==> config.mk <==
export PLATFORM = sky130hd
export DESIGN_NAME = symbol_streamer
export DESIGN_NICKNAME = d
export VERILOG_FILES = /design/src/rtl/symbol_streamer.sv
export SDC_FILE = /design/constraint.sdc
export NUM_CORES = 1
export LEC_CHECK = 0
export BUFFER_PORTS_ARGS = -buffer_cell sky130_fd_sc_hd__buf_2
export CAP_MARGIN = 10
export CELL_PAD_IN_SITES_DETAIL_PLACEMENT = 0
export CELL_PAD_IN_SITES_GLOBAL_PLACEMENT = 1
export CORE_UTILIZATION = 31
export DETAILED_ROUTE_END_ITERATION = 12
export PLACE_DENSITY_LB_ADDON = 0.1
export REMOVE_ABC_BUFFERS = 1
export SLEW_MARGIN = 30
export SYNTH_ARGS = -nofsm -noshare
export SYNTH_HDL_FRONTEND = slang
export SYNTH_SLANG_ARGS = --single-unit
==> constraint.sdc <==
create_clock -name CLK -period 5.39 [get_ports CLK]
set_input_delay 1.078 -clock CLK [delete_from_list [all_inputs] [get_ports CLK]]
set_output_delay 1.078 -clock CLK [all_outputs]
set_load 0.005 [all_outputs]
==> src/rtl/symbol_streamer.sv <==
// Word FIFO feeding a 2-bit symbol serializer with valid/ready handshake and last marking.
// Optional SYMBOL_CHECKSUM_EN adds sym_csum, a mod-256 sum of accepted symbols.
module symbol_streamer #(
   parameter int WORD_LEN   = 32,
   parameter int FIFO_DEPTH = 4,
   parameter int CNT_LEN    = 16
) (
   input  logic                CLK,
   input  logic                RST,
   input  logic                wr_en,
   input  logic [WORD_LEN-1:0] wr_data,
   input  logic                wr_last,
   output logic                full,
   input  logic                start,
   output logic [1:0]          symbol,
   output logic                sym_valid,
   input  logic                sym_ready,
   output logic                sym_last,
   output logic                busy,
   output logic                done,
   output logic [CNT_LEN-1:0]  sym_count
`ifdef SYMBOL_CHECKSUM_EN
   ,
   output logic [7:0]          sym_csum
`endif
);

   // state | meaning
   // IDLE  | waiting for start
   // LOAD  | waiting for a word in the FIFO (underflow stall)
   // SHIFT | presenting symbols of the current word
   // DONE  | one-cycle completion pulse

   localparam int NSYM = WORD_LEN / 2;
   localparam int AW   = $clog2(FIFO_DEPTH);
   localparam int IW   = (NSYM > 1) ? $clog2(NSYM) : 1;
   localparam logic [IW-1:0] LAST_IDX = IW'(NSYM - 1);

   typedef enum logic [1:0] {S_IDLE, S_LOAD, S_SHIFT, S_DONE} state_t;
   state_t r_state, w_state_nxt;

   logic [WORD_LEN-1:0]   r_mem_data [FIFO_DEPTH];
   logic [FIFO_DEPTH-1:0] r_mem_last;
   logic [AW:0]           r_wr_ptr, r_rd_ptr;
   logic [WORD_LEN-1:0]   r_shreg;
   logic                  r_word_last;
   logic [IW-1:0]         r_idx;
   logic [CNT_LEN-1:0]    r_count;

   logic w_empty, w_push, w_pop, w_accept, w_idx_end, w_clr;

   assign w_empty   = (r_wr_ptr == r_rd_ptr);
   assign full      = (r_wr_ptr[AW] != r_rd_ptr[AW]) && (r_wr_ptr[AW-1:0] == r_rd_ptr[AW-1:0]);
   assign w_push    = wr_en & ~full;
   assign w_idx_end = (r_idx == LAST_IDX);

   assign sym_valid = (r_state == S_SHIFT);
   assign w_accept  = sym_valid & sym_ready;
   assign symbol    = r_shreg[1:0];
   assign sym_last  = sym_valid & r_word_last & w_idx_end;
   assign busy      = (r_state != S_IDLE);
   assign done      = (r_state == S_DONE);
   assign sym_count = r_count;

   always_ff @(posedge CLK or negedge RST) begin
      if (!RST) begin
         for (int i = 0; i < FIFO_DEPTH; i++) r_mem_data[i] <= '0;
         r_mem_last <= '0;
         r_wr_ptr   <= '0;
         r_rd_ptr   <= '0;
      end else begin
         if (w_push) begin
            r_mem_data[r_wr_ptr[AW-1:0]] <= wr_data;
            r_mem_last[r_wr_ptr[AW-1:0]] <= wr_last;
            r_wr_ptr <= r_wr_ptr + 1'b1;
         end
         if (w_pop) r_rd_ptr <= r_rd_ptr + 1'b1;
      end
   end

   always_ff @(posedge CLK or negedge RST) begin
      if (!RST) r_state <= S_IDLE;
      else      r_state <= w_state_nxt;
   end

   // End of a non-final word pops the next one on the accepting edge, so no bubble.
   always_comb begin
      w_state_nxt = r_state;
      w_pop       = 1'b0;
      w_clr       = 1'b0;
      case (r_state)
         S_IDLE: begin
            if (start) begin
               w_state_nxt = S_LOAD;
               w_clr       = 1'b1;
            end
         end
         S_LOAD: begin
            if (!w_empty) begin
               w_pop       = 1'b1;
               w_state_nxt = S_SHIFT;
            end
         end
         S_SHIFT: begin
            if (w_accept && w_idx_end) begin
               if (r_word_last)   w_state_nxt = S_DONE;
               else if (!w_empty) w_pop       = 1'b1;
               else               w_state_nxt = S_LOAD;
            end
         end
         S_DONE:  w_state_nxt = S_IDLE;
         default: w_state_nxt = S_IDLE;
      endcase
   end

   always_ff @(posedge CLK or negedge RST) begin
      if (!RST) begin
         r_shreg     <= '0;
         r_word_last <= 1'b0;
         r_idx       <= '0;
      end else if (w_pop) begin
         r_shreg     <= r_mem_data[r_rd_ptr[AW-1:0]];
         r_word_last <= r_mem_last[r_rd_ptr[AW-1:0]];
         r_idx       <= '0;
      end else if (w_accept) begin
         r_shreg <= r_shreg >> 2;
         r_idx   <= r_idx + 1'b1;
      end
   end

   always_ff @(posedge CLK or negedge RST) begin
      if (!RST)                                r_count <= '0;
      else if (w_clr)                          r_count <= '0;
      else if (w_accept && (r_count != '1))    r_count <= r_count + 1'b1;
   end

`ifdef SYMBOL_CHECKSUM_EN
   logic [7:0] r_csum;
   assign sym_csum = r_csum;

   always_ff @(posedge CLK or negedge RST) begin
      if (!RST)          r_csum <= '0;
      else if (w_clr)    r_csum <= '0;
      else if (w_accept) r_csum <= r_csum + {6'b0, r_shreg[1:0]};
   end
`endif

endmodule
# Yosys cells after proc, flatten, opt, wreduce, memory -nomap -nowiden
# Index checks and enable logic that the tools add are counted.
totals:
  input_bits: 38
  reg_bits: 193
classes:
  add_sub_neg: 4
  bitwise: 7
  n_mux: 29
  order_cmp: 6
  n_reduce_logical: 10
  n_eq_ne: 12
ops:
  columns: ["op", "count"]
  rows:
  - ["32-bit 2-to-1 mux", 5]
  - ["128-bit bitwise mux", 1]
  - ["32-bit binary-select mux with 2-bit select", 1]
  - ["32-bit demux with 2-bit select", 1]
  - ["16-bit 2-to-1 mux", 2]
  - ["16-bit by 1-bit adder with 16-bit output, second input constant", 1]
  - ["16-bit inequality test, second input constant", 1]
  - ["2-bit 2-to-1 mux", 5]
  - ["4-bit 2-to-1 mux", 2]
  - ["2-bit case mux with 4 select lines", 1]
  - ["1-bit 2-to-1 mux", 7]
  - ["3-bit by 1-bit adder with 3-bit output, second input constant", 2]
  - ["3-bit greater-or-equal comparator, second input constant", 2]
  - ["2-bit by 3-bit < comparator with 1-bit output, second input constant", 2]
  - ["2-bit inverter with 3-bit output", 2]
  - ["2-bit nonzero test", 3]
  - ["1-bit logical AND", 5]
  - ["4-bit by 1-bit adder with 4-bit output, second input constant", 1]
  - ["1-bit bitwise AND", 4]
  - ["4-bit bitwise mux", 1]
  - ["2-bit equality test, second input constant", 2]
  - ["4-bit equality test, second input constant", 1]
  - ["2-bit inequality test, second input constant", 2]
  - ["4-bit AND reduction", 1]
  - ["other kinds (13)", 13]

# Longest topological paths before layout
# Gate-level depths: netlist of the first run.
logic_depth:
  word_depth: 6
  ltp_mapped: 9
  depth_no_buf: 6

# Worst setup path after synthesis of the first run
# Ideal clock, no wire load.
synth_timing:
  kind: "input -> register"
  start: "input port sym_ready"
  end: "register r_count[13], in the netlist sym_count[13]"
  cell_stages: 5
  arrival_ps: 2348
  path_slack_ps: 2964
  required_time_ps: 5312
  cell_sequence: "nand3_1 or4b_1 buf_2 or4_1 a21oi_1"
synth_between:
  elab_chain_cells: 3
synth_lines:
  columns: ["item", "line", "rtl"]
  rows:
  - ["start: declaration", "17", "input logic sym_ready,"]
  - ["1-bit bitwise AND", "58", "assign w_accept = sym_valid & sym_ready;"]
  - ["1-bit logical AND", "134", "else if (w_accept && (r_count != '1)) r_count <= r_count + 1'b1;"]
  - ["2-bit nonzero test (no source line)", null, null]
  - ["end signal: assignment", "134", null]
  - ["end: declaration", "48", "logic [CNT_LEN-1:0] r_count;"]
# No other way between the ends.
# A chain may end at the register's enable or synchronous reset.

# Worst setup path in the final report of the first run
layout_timing:
  start: "register r_wr_ptr[1]"
  end: "output port full"
layout_between:
  elab_chain_cells: 2
layout_lines:
  columns: ["item", "line", "rtl"]
  rows:
  - ["start: declaration", "44", "logic [AW:0] r_wr_ptr, r_rd_ptr;"]
  - ["start signal: assignment", "75", "r_wr_ptr <= r_wr_ptr + 1'b1;"]
  - ["2-bit equality test", "53", "assign full = (r_wr_ptr[AW] != r_rd_ptr[AW]) && (r_wr_ptr[AW-1:0] == r_rd_ptr[AW-1:0]);"]
  - ["1-bit logical AND", "53", null]
  - ["end: declaration", "13", "output logic full,"]
# No other way between the ends.

==> flow_summary.json, run 1 <==
{
  "status": "completed",
  "hold_slack_ns": 0.502,
  "worstSetupPathType": "flop to output pin",
  "slew_violations": 0,
  "worstSkewPairLatency_ns": 0.44,
  "track_usage_pct": 14.7,
  "synth_top_family_by_area": "multiplexers",
  "cts.htree.levels": 4,
  "synth.most_common_cell": "dfrtp_1",
  "tns_ns": 0,
  "ys_warn_count": 0,
  "antenna_found_initial": 0,
  "yosysSeqAreaShare_pct": 54.3,
  "synth-xor-area-share_pct": 1.08,
  "grt_max_degree": 121,
  "drive_gt1_share_pct": 39.7,
  "die_y_um": 171,
  "synth_area_leaders": "dfrtp_1 54%, mux2_2 17%, mux4_2 8.4%, mux2i_1 3.6%, nand3_1 2.3%",
  "async_flop_share_pct": 100,
  "dp_hpwl_um": 12000,
  "syn_to_final_growth_pct": 14.5,
  "multi_input_area_sq_um": 3850,
  "antenna_cells": 0,
  "synthMuxAreaShare_pct": 28.8,
  "wl_per_cell_um": 18.4,
  "synth_top_cell_by_area": "dfrtp_1",
  "die_w_um": 171,
  "dieArea_sq_um": 29400,
  "grt-ovfl-total": 0,
  "required_ns": 4.31,
  "pin_count": 61,
  "initial_core_util_pct": 31.8,
  "fmax_mhz": 342,
  "power_density_nw_per_um2": 607,
  "period_share_pct": 54.2,
  "synthAdderAreaFrac_pct": 1.55,
  "cp_max_fo": 6,
  "cts_made_buffers": 17,
  "fin_crit_ns": 2.92,
  "grt_pass1_wl_um": 32600,
  "finalHoldViolCount": 0,
  "hp-class": "flop to flop",
  "num_vias": 5412,
  "grt_pass1_vias": 5853,
  "setup_violations": 0,
  "synth_ff_type": "dfrtp_1",
  "crit_arrival_ns": 1.84,
  "ys_types": 47,
  "start_kind": "flop",
  "row_count": 61,
  "cts_tree": "done",
  "synthCells": 644,
  "cts_setup_buffers": 0,
  "cts.sinks": 193,
  "antenna_left": 0,
  "clk_pin_slew_ns": 0.07,
  "ir_drop_uv": 272,
  "nFillCells": 2713,
  "port_buffers": 60,
  "synth-edff-count": 0,
  "wl_um": 19900,
  "gp_congestion": 0.758,
  "p_leak_nw": 4.47,
  "dr.pass1.iters": 4,
  "register_area_sq_um": 4830,
  "clock_skew_ns": 0.0162,
  "syn_area_sq_um": 8900,
  "synth_commonest_cells": "193 x dfrtp_1, 133 x mux2_2, 41 x nand3_1",
  "max_cap_viol_count": 0,
  "cts_resized": 0,
  "end_kind": "output pin",
  "synth_compound_area_share_pct": 5.02,
  "layout.nets": 741,
  "core_area_sq_um": 28000,
  "drcViolationCount": 0,
  "via_per_inst": 5.00,
  "synth_top_area_share_pct": 54.3,
  "drt_iter0_markers": 186,
  "synth-simple-area-share_pct": 6.45,
  "hold_buffers": 0,
  "clk_path_buf_depth": 2,
  "syn_area_per_cell_sq_um": 13.8,
  "worst_slew_pin_slew_ns": 0.782,
  "ys_ff_latch": 193,
  "rsz0062_at_grt": "no",
  "slew_headroom_pct": 47.8,
  "cts_root_buffer": "clkbuf_16"
}
==> stage by stage <==
stage | total power, mW | area, sq um | instances | util (%) | worst slack (ns)
floorplan | 4.22 | 8680 | 602 | - | 1.20
global placement | 4.90 | 9550 | 1050 | 34.1 | 2.15
detailed placement | 5.02 | 9570 | 1050 | 34.2 | 2.13
CTS | 6.31 | 10200 | 1082 | 36.3 | 2.43
global route | 6.64 | 10200 | 1083 | 36.4 | 2.36
finish | 6.18 | 10200 | 1083 | 36.4 | 2.47
==> routing by layer <==
layer | vias to the layer above | global-route usage, % | part of all wire, %
li1 | 2495 | - | -
met1 | 2837 | 18.7 | 47
met2 | 69 | 25.1 | 50
met3 | 11 | 2.90 | 2.4
met4 | 0 | 4.11 | 0.96
met5 | - | 0 | 0
==> critical path, cell delays in order (launching register included) <==
cell     delay (ns)
dfrtp_1        0.44
xnor2_1        0.59
and3_1         0.28
buf_2          0.11
==> cell type report <==
cell class              count  area share (%)
multi-input cells         399            37.8
inverters                  10           0.368
repair buffers             71            4.05
clock inverters            15            1.61
flip-flops and latches    193            47.4
well taps                 378            4.64
clock buffers              17            4.17
==> report_power, final <==
| part | internal [mW] | switching [mW] |
|---|---|---|
| Clock | 0.625 | 0.632 |
| Sequential | 2.13 | 0.347 |
| Combinational | 1.26 | 1.18 |
==> layout by cell type, fill, tap and decap left out, drive strengths merged, types with 5 or more instances in the layout <==
cell type | synthesis | layout
dfrtp | 193 | 193
mux2 | 133 | 133
buf | 25 | 71
nand3 | 42 | 42
o21ai | 39 | 39
mux4 | 33 | 33
mux2i | 32 | 32
nand2 | 22 | 22
inv | 10 | 19
clkbuf | 17 | 17
a21oi | 11 | 11
ha | 11 | 11
nand4 | 8 | 8
xnor2 | 7 | 7
o31ai | 7 | 7
or4 | 6 | 6
nor2 | 5 | 5
or3 | 5 | 5
==> cell families after synthesis <==
logic type	count (synthesis)
compound gates	72
fa+ha+maj	11
flops	193
simple gates	107
buf+inv	52
mux	198
xor+xnor	11
==> registers in the layout (all words and copies together), names as in the netlist <==
register	count
r_word_last	1
r_idx	4
r_state	2
r_mem_data	128
sym_count	16
r_wr_ptr	3
r_rd_ptr	3
r_shreg	32
r_mem_last	4
==> final timing paths <==
| kind | startpoint | endpoint | cells past startpoint | slack (ns) |
|---|---|---|---|---|
| worst max-delay path | r_wr_ptr[1] | full | 3 | 2.47 |
| worst min-delay path | r_mem_data[51] | r_mem_data[51] | 1 | 0.50 |
| worst max register to register | r_state[0] | r_rd_ptr[1] | 6 | 2.67 |
| worst min register to register | r_mem_data[51] | r_mem_data[51] | 1 | 0.50 |
| max in group asynchronous | RST | r_rd_ptr[0] | 2 | 4.05 |
| min in group asynchronous | RST | sym_count[10] | 1 | 0.52 |
(Power assumes the default switching activity.)
==> run 2, diff against run 1 <==
clock period = 2.4 ns   (was 5.39 ns; I/O delays follow)
==> run 2 against run 1 <==
  * Design area up 1.7%
  * Count of clock-buffer cells in the layout unchanged
  * Global-route usage up 0.068 points
  * Final cell count up 1.1%
  * Sequential power up 120%
  * Largest power group is now combinational cells
  * Largest cell class unchanged
  * Flip-flop and latch count unchanged
==> flow_summary.json, run 2 (same netlist as run 1, synthesis figures left out) <==
{
  "status": "completed",
  "worst_slew_pin_slew_ns": 0.599,
  "cts_resized": 0,
  "core_area_sq_um": 28000,
  "crit_arrival_ns": 1.70,
  "cts.htree.levels": 4,
  "worstSkewPairLatency_ns": 0.43,
  "fin_crit_ns": 2.18,
  "num_vias": 5530,
  "slew_headroom_pct": 60.1,
  "clk_path_buf_depth": 2,
  "wl_um": 20200,
  "worstSetupPathType": "flop to output pin",
  "period_share_pct": 90.8,
  "setup_violations": 0,
  "clk_pin_slew_ns": 0.08,
  "worst-path-stages": 4,
  "antenna_found_initial": 0,
  "cp_slowest_cell": "dfrtp_1",
  "drive_gt1_share_pct": 40.7,
  "fin_util_pct": 37.0,
  "end_kind": "output pin",
  "cts_root_buffer": "clkbuf_16",
  "dieArea_sq_um": 29400,
  "fmax_mhz": 459,
  "multi_input_area_sq_um": 3830,
  "crit_path_end": "full",
  "wl_per_cell_um": 18.5,
  "grt_pass1_wl_um": 32700,
  "p_leak_nw": 4.54,
  "cts_made_buffers": 17,
  "power_density_nw_per_um2": 1360,
  "hold_slack_ns": 0.0346,
  "max_stage_delay_ns": 0.43,
  "gp_congestion": 0.768,
  "crit_chain": "xnor2_1 > buf_4 > and3_1 > buf_2",
  "drcViolationCount": 0,
  "cp_max_fo": 5,
  "grt_pass1_vias": 5901,
  "final_cell_mix": "192 x dfrtp_1, 133 x mux2_2, 59 x buf_2",
  "dr.pass1.iters": 6,
  "required_ns": 1.92,
  "r2r_cells": 5,
  "slew_violations": 0,
  "nFillCells": 2710,
  "initial_core_util_pct": 31.8,
  "rsz0062_at_grt": "no",
  "port_buffers": 60,
  "ir_drop_uv": 506,
  "row_count": 61,
  "grt_max_degree": 63,
  "die_y_um": 171,
  "die_w_um": 171,
  "dp_hpwl_um": 12700,
  "pin_count": 61,
  "antenna_cells": 0,
  "track_usage_pct": 14.7,
  "crit_start": "r_wr_ptr[0]",
  "antenna_left": 0,
  "r2r_end": "sym_count[14]",
  "crit_buf_inv": 2,
  "max_cap_viol_count": 0,
  "start_kind": "flop",
  "timing.rr.start": "sym_count[0]",
  "clock_skew_ns": 0.0116,
  "layout.nets": 753,
  "via_per_inst": 5.05,
  "cts.sinks": 193,
  "register_area_sq_um": 4830,
  "hold_buffers": 0,
  "largest_reg_flops": 128,
  "cp_top_family": "flip-flops",
  "rrSetupSlack_ns": 0.25,
  "top_register": "r_mem_data",
  "cts_setup_buffers": 0,
  "grt-ovfl-total": 0,
  "cts_tree": "done",
  "hp-class": "input port to asynchronous set/reset pin",
  "finalHoldViolCount": 0,
  "syn_to_final_growth_pct": 16.4,
  "drt_iter0_markers": 196,
  "final_common_cell": "dfrtp_1"
}
[run 2: how the worst min path moves through the flow]
stage                               from        endpoint  slack (ns)  cells past startpoint
after global routing                 RST   sym_count[12]        0.07                      1
final                                RST   sym_count[10]        0.03                      1
after global placement    r_mem_data[41]  r_mem_data[41]        0.48                      1
after floorplan                      RST        r_idx[0]        0.18                      0
after detailed placement  r_mem_data[15]  r_mem_data[15]        0.49                      1
after CTS                            RST   sym_count[10]        0.06                      1
[run 2: power breakdown]
part / switching [mW] / internal [mW]
combinational: 2.67 / 3.03
sequential: 0.778 / 4.79
clock: 1.37 / 1.49
[run 2: metal layers]
layer  track usage [%]  share of wire [%]  vias to the layer above
li1                  -                  -                     2510
met5                 0                  0                        -
met4              4.50                1.6                        0
met3              2.60                2.2                       21
met2              25.5                 50                       76
met1              18.7                 46                     2923
[run 2: area by class of cell]
class | instances | area share (%)
clock inverters | 15 | 1.65
inverters | 10 | 0.362
well taps | 378 | 4.57
clock buffers | 17 | 4.11
flip-flops and latches | 193 | 46.6
multi-input cells | 399 | 36.9
repair buffers | 83 | 5.74
[run 2: through the flow]
| stage | power [mW] | instances | instance area (sq um) | setup TNS [ns] | worst slack [ns] |
|---|---|---|---|---|---|
| after floorplan | 9.47 | 602 | 8680 | -177.94 | -1.79 |
| after global placement | 11.2 | 1063 | 9760 | 0 | 0.284 |
| after detailed placement | 11.5 | 1063 | 9760 | 0 | 0.250 |
| after CTS | 14.4 | 1095 | 10400 | 0 | 0.148 |
| after global routing | 15.1 | 1095 | 10400 | 0 | 0.106 |
| final | 14.1 | 1095 | 10400 | 0 | 0.220 |
==> run 3, diff against run 2 <==
ABC_AREA = 1   (was default)
CTS_CLUSTER_SIZE = 14   (was default)
==> run 3 against run 2 <==
  * Largest power group unchanged
  * Die area rose by 5.5%
  * Flip-flop and latch count stayed put
  * Largest cell class unchanged
  * Critical endpoint is now r_shreg[2]
  * Highest routed layer unchanged
  * Utilization is 1.3 points lower
  * Non-clock buffer count down 3
  * Power decreased by 0.81%
==> flow_summary.json, run 3 <==
{
  "status": "completed",
  "nFillCells": 3151,
  "dieArea_sq_um": 31000,
  "synth_top_family_by_area": "simple AND/OR/NAND/NOR gates",
  "ys_ff_latch": 193,
  "syn_area_sq_um": 9390,
  "port_buffers": 60,
  "die_y_um": 176,
  "synth_ff_type": "dfrtp_1",
  "drive_gt1_share_pct": 13.4,
  "grt-ovfl-total": 0,
  "hp-class": "input port to asynchronous set/reset pin",
  "grt_pass1_vias": 7255,
  "cts.htree.levels": 4,
  "max_cap_viol_count": 0,
  "synth_top_area_share_pct": 51.4,
  "synth-xor-area-share_pct": 1.40,
  "clk_pin_slew_ns": 0.08,
  "p_leak_nw": 5.30,
  "cp_slowest_cell": "dfrtp_1",
  "fin_util_pct": 35.7,
  "stdcell_count": 1566,
  "largest_reg_flops": 128,
  "pre_cts_ws_ns": 0.345,
  "dp_hpwl_um": 14300,
  "cts_tree": "done",
  "slew_violations": 0,
  "ir_drop_uv": 516,
  "layout.nets": 1212,
  "cts_resized": 0,
  "synth_compound_area_share_pct": 17.4,
  "antenna_found_initial": 0,
  "synth-simple-area-share_pct": 18.1,
  "cts_root_buffer": "clkbuf_16",
  "grt_pass1_wl_um": 39900,
  "num_vias": 7181,
  "synth-edff-count": 0,
  "wl_per_cell_um": 15.1,
  "synthCells": 1128,
  "initial_core_util_pct": 31.6,
  "crit_arrival_ns": 2.42,
  "place_area_sq_um": 10000,
  "yosysSeqAreaShare_pct": 51.4,
  "core_area_sq_um": 29700,
  "drt_iter0_markers": 376,
  "wl_um": 23600,
  "track_usage_pct": 16.5,
  "start_kind": "flop",
  "crit_top_cell": "inv_1",
  "worstSkewPairLatency_ns": 0.44,
  "synth_top_cell_by_area": "dfrtp_1",
  "end_kind": "flop",
  "synthMuxAreaShare_pct": 0,
  "final_common_cell": "nand2_1",
  "finalHoldViolCount": 0,
  "row_count": 63,
  "pin_count": 61,
  "synth_commonest_cells": "261 x nand2_1, 193 x dfrtp_1, 170 x o21ai_0",
  "synth.most_common_cell": "nand2_1",
  "required_ns": 2.73,
  "fmax_mhz": 478,
  "final_cell_mix": "261 x nand2_1, 192 x dfrtp_1, 170 x o21ai_0",
  "worstSetupPathType": "flop to flop",
  "worst_slew_pin_slew_ns": 0.560,
  "synthAdderAreaFrac_pct": 1.47,
  "cts_made_buffers": 17,
  "syn_to_final_growth_pct": 13.0,
  "dp.cells": 1534,
  "crit_chain": "inv_1 > ha_1 > nand2_1 > nor2_1 > nand3_1 > nand2_2 > nand2_4 > buf_12 > o21ai_1 > inv_1",
  "cts.sinks": 193,
  "top_register": "r_mem_data",
  "async_flop_share_pct": 100,
  "power_density_nw_per_um2": 1320,
  "grt_max_degree": 68,
  "slew_headroom_pct": 62.6,
  "setup_violations": 0,
  "synth_area_leaders": "dfrtp_1 51%, nand2_1 10%, o21ai_0 9.1%, inv_1 5.0%, o21ai_1 3.7%",
  "tns_ns": 0,
  "gp_congestion": 0.763,
  "clk_path_buf_depth": 2,
  "ys_types": 30,
  "final_area_sq_um": 10600,
  "die_w_um": 176,
  "via_per_inst": 4.59,
  "clock_skew_ns": 0.0144,
  "ys_warn_count": 0,
  "antenna_left": 0,
  "fin_ws_ns": 0.306,
  "dr.pass1.iters": 5,
  "period_share_pct": 87.3,
  "hold_buffers": 0,
  "syn_area_per_cell_sq_um": 8.32,
  "rsz0062_at_grt": "no",
  "cts_setup_buffers": 0,
  "fin_crit_ns": 2.09,
  "cp_max_fo": 24,
  "antenna_cells": 0,
  "drcViolationCount": 0,
  "max_stage_delay_ns": 0.43
}
## run 3: cell types whose count changed in the layout (fill, tap and decap cells not counted), moves of 10 or more
cell     before  now
a21oi_1      11    1
inv_1        10  126
mux2_2      133    0
mux2i_1      32    0
mux4_2       33    0
nand2_1      17  261
nor2_1        5   91
o21ai_0      39  170
o21ai_1       0   70
o21ai_2       0   26
o22ai_1       0   31
## run 3: through the flow
step / total power [mW] / hold slack, ns
2_1_floorplan: 9.25 / 0.184
3_3_place_gp: 11.3 / 0.459
3_5_place_dp: 11.4 / 0.463
4_1_cts: 14.3 / 0.0413
5_1_grt: 15.4 / 0.0568
6_report: 14.0 / 0.0209
## run 3: per-layer routing
metal | GRT usage (%) | share of wire (%) | vias to the layer above | routed length, um
met1 | 23.2 | 51 | 3370 | 12000
met5 | 0 | 0 | - | 0
met2 | 26.3 | 45 | 93 | 10700
li1 | - | - | 3703 | -
met3 | 2.67 | 2.8 | 15 | 655
met4 | 4.42 | 1.1 | 0 | 271
## run 3: area by class of cell
type                            instances  area, sq um  share of cell area [%]
Timing Repair Buffer                   80          597                    5.62
Multi-Input combinational cell        740         3610                    34.0
Sequential cell                       193         4830                    45.5
Tap cell                              390          488                    4.60
Inverter                              131          499                    4.70
Clock buffer                           17          425                    4.01
Clock inverter                         15          166                    1.57
## run 3: critical path, delay by kind of cell, from the launching register on
| family | cells | cell delay, ns |
|---|---|---|
| AO/OA/AOI/OAI | 1 | 0.12 |
| adder cells (fa/ha/maj) | 1 | 0.25 |
| buffers and inverters | 3 | 0.39 |
| flip-flops | 1 | 0.43 |
| AND/OR/NAND/NOR | 5 | 0.79 |
## run 3: logic make-up after synthesis
| family | count (synthesis) |
|---|---|
| xor gates and xnor gates | 15 |
| adders and majority gates | 11 |
| AOI/OAI and AO/OA | 299 |
| and+or+nand+nor | 415 |
| DFF | 193 |
| buffers and inverters | 195 |
## run 3: report_power, final
part | internal [mW] | switching (mW)
Sequential | 4.68 | 0.733
Clock | 1.40 | 1.46
Combinational | 2.06 | 3.68
Total | 8.14 | 5.87
## run 3: worst paths after layout
kind	slack, ns	cells past startpoint	from	endpoint
min reg2reg	0.48	2	r_mem_data[94]	r_mem_data[94]
max	0.31	10	r_state[0]	r_shreg[2]
max reg2reg	0.31	10	r_state[0]	r_shreg[2]
max in group asynchronous	1.69	2	RST	r_mem_data[125]
min in group CLK	0.33	3	wr_data[18]	r_mem_data[18]
min	0.02	1	RST	r_mem_data[11]
